==> src/rtl/ram128_axil_ctrl.sv <==
// AXI4-Lite slave owning the single port of one RAM128 macro.
// Serialises AXI-Lite reads/writes into RAM EN0/WE0/A0/Di0 cycles; partial
// writes become read-modify-write when the macro only accepts full words.
module ram128_axil_ctrl #(
  parameter int WSIZE        = 4,
  parameter int ADDR_W       = 9,
  parameter int PDK_FULLWORD = 1
) (
  input  logic                 axi_clk,
  input  logic                 axi_reset_n,
  input  logic                 awvalid,
  output logic                 awready,
  input  logic [ADDR_W-1:0]    awaddr,
  input  logic                 wvalid,
  output logic                 wready,
  input  logic [WSIZE*8-1:0]   wdata,
  input  logic [WSIZE-1:0]     wstrb,
  output logic                 bvalid,
  input  logic                 bready,
  output logic [1:0]           bresp,
  input  logic                 arvalid,
  output logic                 arready,
  input  logic [ADDR_W-1:0]    araddr,
  output logic                 rvalid,
  input  logic                 rready,
  output logic [WSIZE*8-1:0]   rdata,
  output logic [1:0]           rresp,
  output logic                 ram_en,
  output logic [WSIZE-1:0]     ram_we,
  output logic [6:0]           ram_a,
  output logic [WSIZE*8-1:0]   ram_di,
  input  logic [WSIZE*8-1:0]   ram_do
);

  localparam int DW = WSIZE * 8;

  typedef enum logic [2:0] {
    IDLE, RD, RD_CAP, RD_RESP, RMW_RD, RMW_MRG, WR, WR_RESP
  } state_t;

  typedef enum logic {PRIO_RD, PRIO_WR} prio_t;

  state_t           state_q, state_d;
  prio_t            prio_q, prio_d;
  logic             ram_en_q, ram_en_d;
  logic [WSIZE-1:0] ram_we_q, ram_we_d;
  logic [6:0]       ram_a_q, ram_a_d;
  logic [DW-1:0]    ram_di_q, ram_di_d;
  logic [DW-1:0]    rdata_q, rdata_d;
  logic [DW-1:0]    wdata_q, wdata_d;
  logic [WSIZE-1:0] wstrb_q, wstrb_d;

  logic             wr_pend, rd_pend, grant_wr, grant_rd;
  logic [DW-1:0]    merged;
  logic             unused_addr_bits;

  // Byte offset bits never select anything; the RAM is word addressed.
  assign unused_addr_bits = ^{awaddr[1:0], araddr[1:0]};

  // Arbitration: ready only in IDLE (and out of reset); contested requests
  // go to the side named by the priority pointer, AW and W only together.
  assign wr_pend  = awvalid && wvalid;
  assign rd_pend  = arvalid;
  assign grant_wr = axi_reset_n && (state_q == IDLE) && wr_pend &&
                    (!rd_pend || (prio_q == PRIO_WR));
  assign grant_rd = axi_reset_n && (state_q == IDLE) && rd_pend &&
                    (!wr_pend || (prio_q == PRIO_RD));

  assign awready = grant_wr;
  assign wready  = grant_wr;
  assign arready = grant_rd;
  assign bvalid  = (state_q == WR_RESP);
  assign rvalid  = (state_q == RD_RESP);
  assign bresp   = 2'b00;
  assign rresp   = 2'b00;
  assign rdata   = rdata_q;
  assign ram_en  = ram_en_q;
  assign ram_we  = ram_we_q;
  assign ram_a   = ram_a_q;
  assign ram_di  = ram_di_q;

  // Merge held write bytes over the word just read back from the RAM.
  always_comb begin
    merged = ram_do;
    for (int unsigned i = 0; i < WSIZE; i++) begin
      if (wstrb_q[i]) merged[i*8 +: 8] = wdata_q[i*8 +: 8];
    end
  end

  // Next-state logic; RAM controls are computed for the state being entered
  // so that the registered ram_* line up with RD, RMW_RD and WR.
  always_comb begin
    state_d  = state_q;
    prio_d   = prio_q;
    ram_en_d = 1'b0;
    ram_we_d = '0;
    ram_a_d  = ram_a_q;
    ram_di_d = ram_di_q;
    rdata_d  = rdata_q;
    wdata_d  = wdata_q;
    wstrb_d  = wstrb_q;
    unique case (state_q)
      IDLE: begin
        if (wr_pend && rd_pend) begin
          prio_d = (prio_q == PRIO_RD) ? PRIO_WR : PRIO_RD;
        end
        if (grant_rd) begin
          state_d  = RD;
          ram_en_d = 1'b1;
          ram_a_d  = araddr[8:2];
        end else if (grant_wr) begin
          wdata_d = wdata;
          wstrb_d = wstrb;
          ram_a_d = awaddr[8:2];
          if (wstrb == '0) begin
            state_d = WR_RESP;
          end else if ((PDK_FULLWORD != 0) && (wstrb != '1)) begin
            state_d  = RMW_RD;
            ram_en_d = 1'b1;
          end else begin
            state_d  = WR;
            ram_en_d = 1'b1;
            ram_we_d = wstrb;
            ram_di_d = wdata;
          end
        end
      end
      RD:      state_d = RD_CAP;
      RD_CAP: begin
        rdata_d = ram_do;
        state_d = RD_RESP;
      end
      RD_RESP: if (rready) state_d = IDLE;
      RMW_RD:  state_d = RMW_MRG;
      RMW_MRG: begin
        state_d  = WR;
        ram_en_d = 1'b1;
        ram_we_d = '1;
        ram_di_d = merged;
      end
      WR:      state_d = WR_RESP;
      WR_RESP: if (bready) state_d = IDLE;
      default: state_d = IDLE;
    endcase
  end

  // State and output registers with synchronous active-low reset.
  always_ff @(posedge axi_clk) begin
    if (!axi_reset_n) begin
      state_q  <= IDLE;
      prio_q   <= PRIO_RD;
      ram_en_q <= 1'b0;
      ram_we_q <= '0;
      ram_a_q  <= '0;
      ram_di_q <= '0;
      rdata_q  <= '0;
      wdata_q  <= '0;
      wstrb_q  <= '0;
    end else begin
      state_q  <= state_d;
      prio_q   <= prio_d;
      ram_en_q <= ram_en_d;
      ram_we_q <= ram_we_d;
      ram_a_q  <= ram_a_d;
      ram_di_q <= ram_di_d;
      rdata_q  <= rdata_d;
      wdata_q  <= wdata_d;
      wstrb_q  <= wstrb_d;
    end
  end

endmodule

==> config.mk <==
export PLATFORM = sky130hd
export DESIGN_NAME = ram128_axil_ctrl
export DESIGN_NICKNAME = d
export VERILOG_FILES = /design/src/rtl/ram128_axil_ctrl.sv
export SDC_FILE = /design/constraint.sdc
export NUM_CORES = 1
export LEC_CHECK = 0
export CORE_MARGIN = 2
export CORE_UTILIZATION = 41
export CTS_BUF_LIST = sky130_fd_sc_hd__clkbuf_4 sky130_fd_sc_hd__clkbuf_8 sky130_fd_sc_hd__clkbuf_16
export CTS_CLUSTER_DIAMETER = 80
export DETAILED_ROUTE_END_ITERATION = 8
export HOLD_SLACK_MARGIN = 0.15
export PLACE_DENSITY_LB_ADDON = 0.08
export SYNTH_ARGS = -nofsm -noshare
export SYNTH_HDL_FRONTEND = slang
export SYNTH_SLANG_ARGS = --single-unit
==> constraint.sdc <==
create_clock -name axi_clk -period 1.81 [get_ports axi_clk]
set_clock_uncertainty 0.1 [all_clocks]
set_input_delay 0.362 -clock axi_clk [delete_from_list [all_inputs] [get_ports axi_clk]]
set_output_delay 0.362 -clock axi_clk [all_outputs]
set_load 0.02 [all_outputs]
**Word level (Yosys, flattened, before mapping)**

Index checks and enable logic that the tools add are counted.

- Register bits: 116

- Reduce and logical (&&, ||, !) cells: 20
- Mux-type cells: 28
- Eq/ne operators: 15
- Bitwise gates (word level): 2

Operators by type and width:

| cell | count |
|---|---|
| $mux 32 | 4 |
| $pmux 32 s2 | 1 |
| $mux 8 | 4 |
| $pmux 3 s8 | 1 |
| $mux 4 | 4 |
| $mux 7 | 2 |
| $eq 3x3->1 const B | 4 |
| $mux 3 | 4 |
| $ne 2x2->1 const B | 4 |
| $pmux 4 s2 | 1 |
| $logic_and 1x1->1 | 7 |
| $eq 3x2->1 const B | 2 |
| $reduce_and 3->1 | 2 |
| $reduce_and 5->1 | 1 |
| $logic_not 4->1 | 1 |
| $mux 1 | 4 |
| $mux 2 | 2 |
| $ne 2x1->1 const B | 2 |
| $ne 4x4->1 const B | 1 |
| $reduce_and 2->1 | 2 |
| $reduce_bool 2->1 | 2 |
| $eq 3x1->1 const B | 1 |
| $logic_not 3->1 | 1 |
| $ne 3x3->1 const B | 1 |
| other kinds (4) | 7 |

**Depth between registers and ports, before layout**

Gate-level depths: netlist (run 1).

- Depth after elaboration: 7
- Depth in mapped cells: 7
- Gate-level depth less buffers: 4

**Worst setup path before layout (run 1)**

OpenSTA, ideal clock, no wires.

- Path kind: reg-to-output
- Start: register state_q[1]
- End: output port wready
- Cell stages (with the launch flop): 5
- Data arrival time: 1.701 ns
- Setup slack: -0.353 ns
- Buffers on the path: 2
- Cell sequence: dfxtp_1 -> or3_4 -> nor3_4 -> clkbuf_1 -> buf_4

- Longest elaborated chain between the ends: 4

RTL lines:

| element | RTL line | text |
|---|---|---|
| start: declaration | 43 | `state_t state_q, state_d;` |
| start signal: assignment | 160 | `state_q <= state_d;` |
| $logic_not 3->1 | 64 | `assign grant_wr = axi_reset_n && (state_q == IDLE) && wr_pend &&` |
| $logic_and 1x1->1 (3 in a row) | 64 |  |
| end: declaration | 15 | `output logic wready,` |

Every way passes these cells.

**Final worst setup path (run 1)**

- Start: register state_q[2]
- End: register ram_di_q[27], in the netlist ram_di[27]

- Longest elaborated chain between the ends: 6
- Elaborated cells on any way between the ends: 14

RTL lines:

| element | RTL line | text |
|---|---|---|
| $logic_not 3->1 | 64, 66, 102 |  |
| $logic_and 1x1->1 | 64, 66 |  |
| $logic_and 1x1->1, on equally long branches (2 in a row) | 66, 64 |  |
| $ne 2x2->1 (no source line) | n/a |  |
| $reduce_and 5->1 (no source line) | n/a |  |
| end signal: assignment | 165 | `ram_di_q <= ram_di_d;` |
| end: declaration | 48 | `logic [DW-1:0] ram_di_q, ram_di_d;` |

Parallel ways exist; a longest one is shown, timed or not.
A chain may end at the register's enable or synchronous reset.

==> flow_summary.toml, run 1 <==
[run_status]
status = "finished with violations"
violations = "negative setup slack"

[yosys]
synth_cell_types = 36
ys_top_cells_by_area = "dfxtp_1 (47%), nand2_1 (15%), mux2i_1 (8.0%), o21ai_0 (7.2%), o2111ai_1 (5.6%)"
synth_compound_area_share_pct = 20.69
synth_edf_count = 0
netlist_top_cells_count = "nand2_1 (205), dfxtp_1 (116), o21ai_0 (72)"
synth_top_area_share_pct = 46.66
yosysWarningCount = 0
ys_seq_area_share_pct = 46.66
synth_top_family_by_area = "compound AO/OA/AOI/OAI gates"
muxShareOfSynthArea_pct = 8.044
async_flop_share_pct = 0
synth_most_common_cell = "nand2_1"
synth_top_cell_by_area = "dfxtp_1"
netlist_instances = 605
synth-xor-area-share_pct = 0.3519
syn_area_per_cell_um2 = 8.227
synth_simple_gate_area_share_pct = 18.63
ys.flop_type = "dfxtp_1"
synth_fa_ha_area_share_pct = 0
syn_area_um2 = 4977
ys_ff_latch = 116

[drt]
vias = 5161
drtIter0Drc = 322
post_drt_wl_per_cell_um = 17.13
drt-pass1-iter-count = 4
antenna_left = 0
vias_per_cell = 5.304
drcViolationCount = 0
wirelength_mm = 16.67

[floorplan]
die_h_um = 114.2
core-area_um2 = 11910
die_w_um = 114.2
ioPinCount = 178
dieArea_um2 = 13040
initial_core_util_pct = 41.79
num_rows = 40

[global_route]
track_usage_pct = 24.78
antenna_found_initial = 0
grt_max_degree = 150
grt_pass1_wl_mm = 25.16
gr-total-overflow = 0
first_global_vias = 4945

[power]
internal-power_mw = 6.229
comb_power_share_pct = 30.4
switching_power_mw = 2.671
clkPwrFrac_pct = 35.8
leakagePower_nw = 3.441
swShare_pct = 30.01
pwr-share-seq_pct = 33.8
power_density_nw_per_um2 = 1061
total_power_mw = 8.900
peakVddDrop_mv = 0.7659

[sta]
fmax_ghz = 0.4927
tns_ns = -7.415
setup_viol = 51
fin_crit_ns = 2.030
slew_headroom_pct = 60.95
holdWs_ns = 0.3451
post-route-period-util_pct = 112.1
worst_slew_pin_slew_ns = 0.5857
slew_violations = 0
timing.final.ws_setup_ns = -0.2196
rsz0062_at_grt = "true"
hold_viol_final = 0

[worst_setup_path]
crit_path_end_kind = "flop"
worstPathRequired_ns = 2.06
crit_fanout = 6
critPathKind = "reg -> reg"
r2r_slack_ns = -0.22
cp_data_arrival_time_ns = 2.28
start_kind = "flop"

[final_layout]
fillers = 945
antenna_cells = 0
multi_input_area_um2 = 2570
area_delta_synth_final_pct = 68.58
nets = 908
layout-drive-gt1-share_pct = 19.13
regArea_um2 = 2327

[worst_hold_path]
hold_path_class = "reg -> reg"

[cts]
clk_path_buf_depth = 2
cts_tree = "built"
cts_sinks = 116
h-tree-depth = 4
cts_buffers = 17
cts_hold_buf = 0
cts_root_buffer = "clkbuf_16"
clock_latency_ns = 0.41
clkTransAtPathRegs_ns = 0.05

[placed_design]
place.gp.congestion = 0.8051
dp_hpwl_mm = 9.250
port_buffers = 169
placement.setup.worst_slack_ns = -0.7052

[job]
cap_violations = 0
power groups by stage:
stage,sequential (mW),clock [mW],combinational (mW)
final,3.01,3.19,2.70
after global routing,3.04,3.37,2.89
after CTS,3.00,3.23,2.44
after detailed placement,3.05,0,2.13
after global placement,3.04,0,2.11
after floorplan,3.28,0,0.895
metrics by stage:
stage | cell area (µm²) | instances | util (%)
6_report | 8391 | 973 | 70.44
5_1_grt | 8391 | 973 | 70.44
4_1_cts | 8055 | 961 | 67.63
3_5_place_dp | 6889 | 897 | 57.84
3_3_place_gp | 6889 | 897 | 57.84
2_1_floorplan | 5009 | 608 | -
worst paths after layout:
path	startpoint	end	cells past startpoint
setup reg to reg	state_q[2]	ram_di[27]	9
hold / removal	ram_di[21]	ram_di[21]	2
setup / recovery	state_q[2]	ram_di[27]	9
hold reg to reg	ram_di[21]	ram_di[21]	2
area by class of cell:
class                      instances  share of cell area (%)
clock buffer                      25                   6.084
clock inverter                     5                  0.5965
inverter                           2                 0.08947
multi-input combinational        431                   30.63
sequential                       116                   27.74
tap                              147                   2.192
timing repair buffer             247                   32.67
layout by cell type, fill, tap and decap left out, types with 3 or more instances in the layout:
| master | Yosys | layout |
|---|---|---|
| buf_12 | 0 | 15 |
| nand2_2 | 0 | 9 |
| nand2_1 | 205 | 190 |
| clkinv_2 | 0 | 4 |
| buf_4 | 6 | 37 |
| mux2i_1 | 40 | 40 |
| nand2_4 | 0 | 6 |
| o2111ai_2 | 0 | 4 |
| a21oi_1 | 8 | 8 |
| a21boi_0 | 32 | 32 |
| clkdlybuf4s50_1 | 0 | 85 |
| o21ai_1 | 3 | 39 |
| dlymetal6s2s_1 | 0 | 3 |
| clkbuf_8 | 0 | 4 |
| dlygate4sd2_1 | 0 | 75 |
| buf_16 | 0 | 12 |
| clkbuf_16 | 0 | 21 |
| dfxtp_1 | 116 | 112 |
| conb_1 | 1 | 4 |
| buf_6 | 3 | 14 |
| o21ai_2 | 0 | 10 |
| and2_1 | 6 | 6 |
| clkbuf_4 | 0 | 4 |
| dfxtp_2 | 0 | 4 |
| nand4_1 | 3 | 3 |
| o21ai_0 | 72 | 26 |
| o2111ai_1 | 32 | 27 |
registers in the layout, indices dropped and copies added (netlist names):
name     cells
rdata       32
ram_a        7
state_q      3
wstrb_q      4
wdata_q     32
ram_di      32
prio_q       1
ram_en       1
ram_we       4
kinds of logic (layout without fill, tap and decap cells):
| kind of cell | Yosys count | count (layout) |
|---|---|---|
| and+or+nand+nor | 229 | 229 |
| AOI/OAI and AO/OA | 156 | 156 |
| DFF | 116 | 116 |
| buffers and inverters | 61 | 279 |
| muxes | 40 | 40 |
| xor gates and xnor gates | 2 | 2 |
| other | 1 | 4 |
repair_timing:
| action | CTS | global route |
|---|---|---|
| setup endpoints to repair | 146 | 87 |
| cloned | 13 | 4 |
| buffers inserted | 21 | 12 |
| endpoints found under the hold margin | 0 | 0 |
| pin swaps | 11 | 18 |
| resized for setup | 161 | 90 |
worst max-delay path, cell delays in order, from the launching register on:
cell,delay [ns]
dfxtp_2,0.32
or3_4,0.41
buf_6,0.13
o41ai_4,0.28
buf_6,0.16
buf_6,0.12
buf_12,0.10
buf_16,0.11
o2111ai_1,0.12
o21ai_1,0.11
layer usage:
metal | vias to the layer above | global-route usage (%) | part of all wire, % | wire, µm
li1 | 2508 | - | - | -
met1 | 2475 | 31.28 | 44 | 7402
met2 | 162 | 40.00 | 48 | 7949
met3 | 16 | 8.470 | 6.7 | 1124
met4 | 0 | 7.805 | 1.1 | 189
met5 | - | 0 | 0 | 0
(Power assumes the default switching activity.)
==> run 2: changes to the inputs <==
--- a/config.mk
+++ b/config.mk
@@ -5,6 +5,7 @@
 export SDC_FILE = /design/constraint.sdc
 export NUM_CORES = 1
 export LEC_CHECK = 0
+export ABC_CLOCK_PERIOD_IN_PS = 1810
 export CORE_MARGIN = 2
 export CORE_UTILIZATION = 41
 export CTS_BUF_LIST = sky130_fd_sc_hd__clkbuf_4 sky130_fd_sc_hd__clkbuf_8 sky130_fd_sc_hd__clkbuf_16
==> results of run 2 <==
Same layout as run 1: the final DEF is identical, and so are final timing and power.
